==> src/rtl/mips_pkg.sv <==
// Shared MIPS pipeline definitions: widths, opcodes, fetch-state and instruction-type
// encodings, and the IF/ID payload.
package mips_pkg;

    localparam int unsigned XLEN = 32;
    localparam int unsigned OPW  = 6;

    localparam logic [OPW-1:0] OP_RTYPE = 6'b000000;
    localparam logic [OPW-1:0] OP_J     = 6'b000010;
    localparam logic [OPW-1:0] OP_HALT  = 6'b111111;

    localparam logic [XLEN-1:0] RESET_PC_DEFAULT = 32'h0000_0000;

    typedef enum logic [1:0] {
        FS_IDLE  = 2'd0,
        FS_FETCH = 2'd1,
        FS_HOLD  = 2'd2,
        FS_HALT  = 2'd3
    } fetch_state_e;

    typedef enum logic [1:0] {
        IT_R    = 2'd0,
        IT_J    = 2'd1,
        IT_HALT = 2'd2,
        IT_I    = 2'd3
    } instr_type_e;

    typedef struct packed {
        logic [XLEN-1:0] instruction;
        logic [XLEN-1:0] pc;
        logic [XLEN-1:0] pc_plus4;
    } if_id_t;

    // Coarse instruction class from the primary opcode; shared with decode.
    function automatic instr_type_e decode_type(input logic [OPW-1:0] op);
        instr_type_e t;
        case (op)
            OP_RTYPE: t = IT_R;
            OP_J:     t = IT_J;
            OP_HALT:  t = IT_HALT;
            default:  t = IT_I;
        endcase
        return t;
    endfunction

endpackage

==> src/rtl/if_stage_if.sv <==
// Fetch-stage bus bundle: instruction-memory handshake, redirect input and IF/ID output.
interface if_stage_if;
    import mips_pkg::*;

    logic            imem_req;
    logic [XLEN-1:0] imem_addr;
    logic            imem_ack;
    logic [XLEN-1:0] imem_rdata;
    logic            id_ready;
    logic            redirect_valid;
    logic [XLEN-1:0] redirect_pc;
    logic [XLEN-1:0] instruction;
    logic [XLEN-1:0] pc_out;
    logic [XLEN-1:0] pc_plus4;
    logic            instr_valid;
    logic            halted;

    modport master (
        output imem_req, imem_addr, instruction, pc_out, pc_plus4, instr_valid, halted,
        input  imem_ack, imem_rdata, id_ready, redirect_valid, redirect_pc
    );

    modport slave (
        input  imem_req, imem_addr, instruction, pc_out, pc_plus4, instr_valid, halted,
        output imem_ack, imem_rdata, id_ready, redirect_valid, redirect_pc
    );

endinterface

==> src/rtl/if_id_reg.sv <==
// One-entry IF/ID pipeline register: load captures a payload and marks it valid,
// clear (squash) or consume (delivered) drops the valid flag.
module if_id_reg
    import mips_pkg::*;
(
    input  logic   clk,
    input  logic   rst_n,
    input  logic   load,
    input  logic   clear,
    input  logic   consume,
    input  if_id_t load_data,
    output if_id_t data,
    output logic   valid
);

    if_id_t data_d, data_q;
    logic   valid_d, valid_q;

    always_comb begin
        data_d  = data_q;
        valid_d = valid_q;
        if (load) begin
            data_d  = load_data;
            valid_d = 1'b1;
        end else if (clear || consume) begin
            valid_d = 1'b0;
        end
    end

    always_ff @(posedge clk or negedge rst_n) begin
        if (!rst_n) begin
            data_q  <= '0;
            valid_q <= 1'b0;
        end else begin
            data_q  <= data_d;
            valid_q <= valid_d;
        end
    end

    assign data  = data_q;
    assign valid = valid_q;

endmodule

==> src/rtl/if_stage.sv <==
// MIPS instruction-fetch stage: owns the PC, fetches over req/ack, hands words to
// decode through the IF/ID register, follows redirects and stops after HALT.
module if_stage
    import mips_pkg::*;
#(
    parameter logic [XLEN-1:0] RESET_PC    = RESET_PC_DEFAULT,
    parameter logic [OPW-1:0]  HALT_OPCODE = OP_HALT
) (
    input  logic          clk,
    input  logic          rst_n,
    if_stage_if.master    bus
);

    fetch_state_e    state_d, state_q;
    logic [XLEN-1:0] pc_d, pc_q;
    logic            pend_d, pend_q;
    logic [XLEN-1:0] tgt_d, tgt_q;
    logic            req_d, req_q;
    logic            halted_d, halted_q;

    logic            load, clear, consume;
    logic [XLEN-1:0] pc_inc;
    logic [XLEN-1:0] redir_aligned;
    if_id_t          load_data, id_data;
    logic            id_valid;
    logic            unused_redirect_lsbs;

    assign pc_inc               = pc_q + XLEN'(4);
    assign redir_aligned        = {bus.redirect_pc[XLEN-1:2], 2'b00};
    assign unused_redirect_lsbs = ^bus.redirect_pc[1:0];
    assign load_data            = '{instruction: bus.imem_rdata, pc: pc_q, pc_plus4: pc_inc};

    // Next-state, PC and IF/ID control.
    always_comb begin
        state_d = state_q;
        pc_d    = pc_q;
        pend_d  = pend_q;
        tgt_d   = tgt_q;
        load    = 1'b0;
        clear   = 1'b0;
        consume = 1'b0;

        case (state_q)
            FS_IDLE: state_d = FS_FETCH;

            FS_FETCH: begin
                if (bus.imem_ack) begin
                    // A same-cycle redirect beats the latched one; the fetched word is dropped.
                    if (bus.redirect_valid) begin
                        pc_d   = redir_aligned;
                        pend_d = 1'b0;
                    end else if (pend_q) begin
                        pc_d   = tgt_q;
                        pend_d = 1'b0;
                    end else begin
                        load    = 1'b1;
                        pc_d    = pc_inc;
                        state_d = (bus.imem_rdata[XLEN-1:XLEN-OPW] == HALT_OPCODE) ? FS_HALT
                                                                                   : FS_HOLD;
                    end
                end else if (bus.redirect_valid) begin
                    pend_d = 1'b1;
                    tgt_d  = redir_aligned;
                end
            end

            FS_HOLD: begin
                if (bus.redirect_valid) begin
                    clear   = 1'b1;
                    pc_d    = redir_aligned;
                    state_d = FS_FETCH;
                end else if (bus.id_ready) begin
                    consume = 1'b1;
                    state_d = FS_FETCH;
                end
            end

            FS_HALT: begin
                if (bus.id_ready && id_valid) begin
                    consume = 1'b1;
                end
            end

            default: state_d = FS_IDLE;
        endcase

        req_d    = (state_d == FS_FETCH);
        halted_d = (state_d == FS_HALT);
    end

    always_ff @(posedge clk or negedge rst_n) begin
        if (!rst_n) begin
            state_q  <= FS_IDLE;
            pc_q     <= RESET_PC;
            pend_q   <= 1'b0;
            tgt_q    <= '0;
            req_q    <= 1'b0;
            halted_q <= 1'b0;
        end else begin
            state_q  <= state_d;
            pc_q     <= pc_d;
            pend_q   <= pend_d;
            tgt_q    <= tgt_d;
            req_q    <= req_d;
            halted_q <= halted_d;
        end
    end

    if_id_reg u_if_id_reg (
        .clk       (clk),
        .rst_n     (rst_n),
        .load      (load),
        .clear     (clear),
        .consume   (consume),
        .load_data (load_data),
        .data      (id_data),
        .valid     (id_valid)
    );

    assign bus.imem_req    = req_q;
    assign bus.imem_addr   = pc_q;
    assign bus.instruction = id_data.instruction;
    assign bus.pc_out      = id_data.pc;
    assign bus.pc_plus4    = id_data.pc_plus4;
    assign bus.instr_valid = id_valid;
    assign bus.halted      = halted_q;

endmodule
==> src/flat_wrapper.sv <==
// flat-port wrapper written by rule: the top's interface ports become plain ports
module if_stage_flat import mips_pkg::*;
#(
    parameter logic [XLEN-1:0] RESET_PC    = RESET_PC_DEFAULT,
    parameter logic [OPW-1:0]  HALT_OPCODE = OP_HALT
)
  (clk, rst_n, bus_imem_req, bus_imem_addr, bus_instruction, bus_pc_out, bus_pc_plus4, bus_instr_valid, bus_halted, bus_imem_ack, bus_imem_rdata, bus_id_ready, bus_redirect_valid, bus_redirect_pc);
  if_stage_if bus_i ();
  input  logic clk;
  input  logic rst_n;
  output wire logic [$bits(bus_i.imem_req)-1:0] bus_imem_req;
  output wire logic [$bits(bus_i.imem_addr)-1:0] bus_imem_addr;
  output wire logic [$bits(bus_i.instruction)-1:0] bus_instruction;
  output wire logic [$bits(bus_i.pc_out)-1:0] bus_pc_out;
  output wire logic [$bits(bus_i.pc_plus4)-1:0] bus_pc_plus4;
  output wire logic [$bits(bus_i.instr_valid)-1:0] bus_instr_valid;
  output wire logic [$bits(bus_i.halted)-1:0] bus_halted;
  input wire logic [$bits(bus_i.imem_ack)-1:0] bus_imem_ack;
  input wire logic [$bits(bus_i.imem_rdata)-1:0] bus_imem_rdata;
  input wire logic [$bits(bus_i.id_ready)-1:0] bus_id_ready;
  input wire logic [$bits(bus_i.redirect_valid)-1:0] bus_redirect_valid;
  input wire logic [$bits(bus_i.redirect_pc)-1:0] bus_redirect_pc;
  assign bus_imem_req = bus_i.imem_req;
  assign bus_imem_addr = bus_i.imem_addr;
  assign bus_instruction = bus_i.instruction;
  assign bus_pc_out = bus_i.pc_out;
  assign bus_pc_plus4 = bus_i.pc_plus4;
  assign bus_instr_valid = bus_i.instr_valid;
  assign bus_halted = bus_i.halted;
  assign bus_i.imem_ack = bus_imem_ack;
  assign bus_i.imem_rdata = bus_imem_rdata;
  assign bus_i.id_ready = bus_id_ready;
  assign bus_i.redirect_valid = bus_redirect_valid;
  assign bus_i.redirect_pc = bus_redirect_pc;
  if_stage #(.RESET_PC(RESET_PC), .HALT_OPCODE(HALT_OPCODE)) u_core (.clk(clk), .rst_n(rst_n), .bus(bus_i));
endmodule
==> config.mk <==
export PLATFORM = sky130hd
export DESIGN_NAME = if_stage_flat
export DESIGN_NICKNAME = d
export VERILOG_FILES = /design/src/rtl/mips_pkg.sv /design/src/rtl/if_stage_if.sv /design/src/rtl/if_id_reg.sv /design/src/rtl/if_stage.sv /design/src/flat_wrapper.sv
export SDC_FILE = /design/constraint.sdc
export NUM_CORES = 1
export LEC_CHECK = 0
export ABC_AREA = 0
export BUFFER_PORTS_ARGS = -buffer_cell sky130_fd_sc_hd__buf_4
export CORE_UTILIZATION = 53
export DETAILED_ROUTE_END_ITERATION = 12
export PLACE_DENSITY = 0.81
export SKIP_LAST_GASP = 1
export SYNTH_ARGS = -nofsm -noshare
export SYNTH_HDL_FRONTEND = slang
export SYNTH_SLANG_ARGS = --single-unit
==> constraint.sdc <==
create_clock -name clk -period 2.4 [get_ports clk]
set_clock_uncertainty 0.1 [all_clocks]
set_input_delay 0.12 -clock clk [delete_from_list [all_inputs] [get_ports clk]]
set_output_delay 0.12 -clock clk [all_outputs]
set_load 0.01 [all_outputs]
==> results_dict.tcl <==
set metrics [dict create \
    whs_ns 0.0307 \
    wire_per_inst_um 17.7 \
    min_path_cells 3 \
    fin_crit_ns 2.22 \
    synthFlopType "dfrtp_1" \
    p_leak_nw 5.00 \
    ys_types 65 \
    post-place-cells 1121 \
    worstSetupPathType "register to register" \
    grt_max_degree 71 \
    syn_inst 767 \
    grt_pass1_wl_um 34500 \
    cts_setup_buffers 0 \
    syn_to_final_growth_pct 39.9 \
    drt_iter0_markers 603 \
    peakVddDrop_v 0.000692 \
    pwr_density_cell_mw_per_mm2 1260 \
    post-synth-top-count-cell "nand2_1" \
    io_pins 200 \
    start_util 0.548 \
    power_mw 12.9 \
    rsz0062_at_grt "no" \
    synth_top_cell_by_area "dfrtp_1" \
    instances_no_fill 1215 \
    drv_slew 0 \
    ctsHoldBuffers 65 \
    min_to "u_core.pend_q" \
    io_buffer_count 191 \
    avgSynthCellArea_um2 9.54 \
    diodes 0 \
    dp_hpwl_um 13700 \
    layout_setup_ws_ns 0.177 \
    ff2ff_path_depth 5 \
    synth_seq_cells 158 \
    row_count 42 \
    ant_nets 0 \
    reg2reg_slack_ns 0.18 \
    grt.total_usage 0.312 \
    wl_um 21500 \
    stdcell_area_mm2 0.0102 \
    drive_gt1_frac 0.294 \
    grt_pass1_vias 6788 \
    final_hold_viol_count 0 \
    grt_antenna_before_repair 0 \
    synth-edff-count 0 \
    dr.pass1.iters 5 \
    preCtsSetupSlack_ns 0.230 \
    hp-start "bus_imem_ack" \
    die_y_um 120 \
    clk_pin_slew_ns 0.06 \
    slew_headroom 0.546 \
    critical_path_arrival_ns 2.47 \
    cts-root-buf "clkbuf_16" \
    max_clock_freq_ghz 0.450 \
    tightest_slew_ns 0.681 \
    final-setup-viol-count 0 \
    utilization 0.767 \
    synthArstFlopShare 1.00 \
    tns_ns 0 \
    die_x_um 120 \
    fin_nets 1099 \
    cts_resized 0 \
    drc 0 \
    layout_worst_path_cycle_share 0.926 \
    end_kind "register" \
    syn_area_mm2 0.00732 \
    ys_seq_area_frac 0.540 \
    status "complete, no violations" \
    post_dp_cell_area_mm2 0.00902 \
    startpoint "u_core.state_q[1]" \
    die_area_mm2 0.0143 \
    path_max_fanout 29 \
    core_area_mm2 0.0133 \
    cts_buffer_depth 2 \
    synth_top_area_frac 0.540 \
    num_vias 6842 \
    overflow 0 \
    cap_violations 0 \
    timing.rr.start "u_core.state_q[1]" \
    cts.htree.levels 4 \
    yosysWarnings 0 \
    viasPerCell 5.63 \
    min_path_type "input port to register" \
    insertion_delay_ns 0.43 \
    fillCellCount 914 \
    routabilityCongestion 0.830 \
    cts.sinks 158 \
    synth_common_cells "nand2_1 (248), dfrtp_1 (158), o21ai_0 (55), mux2_2 (30), a21oi_1 (29)" \
    required_ns 2.65 \
    startpoint_type "register" \
    cts_buffers 17 \
    tritoncts "built" \
    r2r_end "u_core.bus.imem_addr[20]" \
    yosys-top-cells-area "dfrtp_1 (54%), nand2_1 (13%), mux2_2 (4.6%), o21ai_0 (3.8%), a21oi_1 (2.0%)" \
]
-- kinds of logic after synthesis --
family	count (synthesis)	share of synthesized area
AO/OA/AOI/OAI	129	0.109
buffers and inverters	59	0.0451
other	1	0.000512
adder cells (fa/ha/maj)	1	0.00171
multiplexers	32	0.0489
flip-flops	158	0.540
AND/OR/NAND/NOR	362	0.225
XOR/XNOR	25	0.0299
-- worst max-delay path by stage --
stage	cells past startpoint	endpoint	slack, ns
floorplan	5	u_core.bus.imem_addr[24]	0.38
global route	5	u_core.bus.imem_addr[20]	0.03
global placement	5	u_core.bus.imem_addr[16]	0.30
CTS	5	u_core.bus.imem_addr[20]	0.19
finish	5	u_core.bus.imem_addr[20]	0.18
detailed placement	5	u_core.bus.imem_addr[11]	0.23
-- worst max-delay path, stage by stage (launching register included) --
cell      delay [ns]
dfrtp_1         0.46
nor2b_1         0.44
or2_2           0.60
or3_1           0.21
o221ai_1        0.14
a21oi_1         0.18
-- registers in the layout, summed over array words and instances (netlist names) --
signal / flops
u_core.bus.halted: 1
u_core.u_if_id_reg.data: 92
u_core.bus.imem_req: 1
u_core.pend_q: 1
u_core.tgt_q: 30
u_core.state_q: 2
u_core.bus.imem_addr: 30
u_core.u_if_id_reg.valid: 1
-- area by class of cell --
type	instances	area [µm²]	area share
clock buffers	23	488	0.0476
multi-input cells	555	3090	0.301
flip-flops and latches	158	3950	0.386
inverters	6	22.5	0.00220
clock inverters	6	85.1	0.00831
repair buffers	291	2390	0.233
well taps	176	220	0.0215
-- layout by cell type (no fill, tap or decap), types with 7 or more instances in the layout --
cell type / instances
nand2_1: 247
buf_4: 222
dfrtp_1: 158
dlygate4sd3_1: 65
o21ai_0: 55
mux2_2: 30
a21oi_1: 28
nand3_1: 23
nor2_1: 21
clkbuf_16: 17
and3_1: 14
xnor2_1: 13
xor2_1: 12
nand4_1: 7
-- metal layers --
metal / global-route usage / up-vias / share of wire
met1: 0.405 / 3340 / 0.41
li1: - / 3122 / -
met4: 0.141 / 0 / 0.031
met2: 0.496 / 323 / 0.49
met5: 0 / - / 0
met3: 0.0741 / 57 / 0.068
-- where the power goes --
group / switching (mW) / internal [mW]
clock: 1.04 / 1.62
combinational: 2.76 / 2.59
sequential: 0.998 / 3.92
Power figures use the tool's default switching activity.
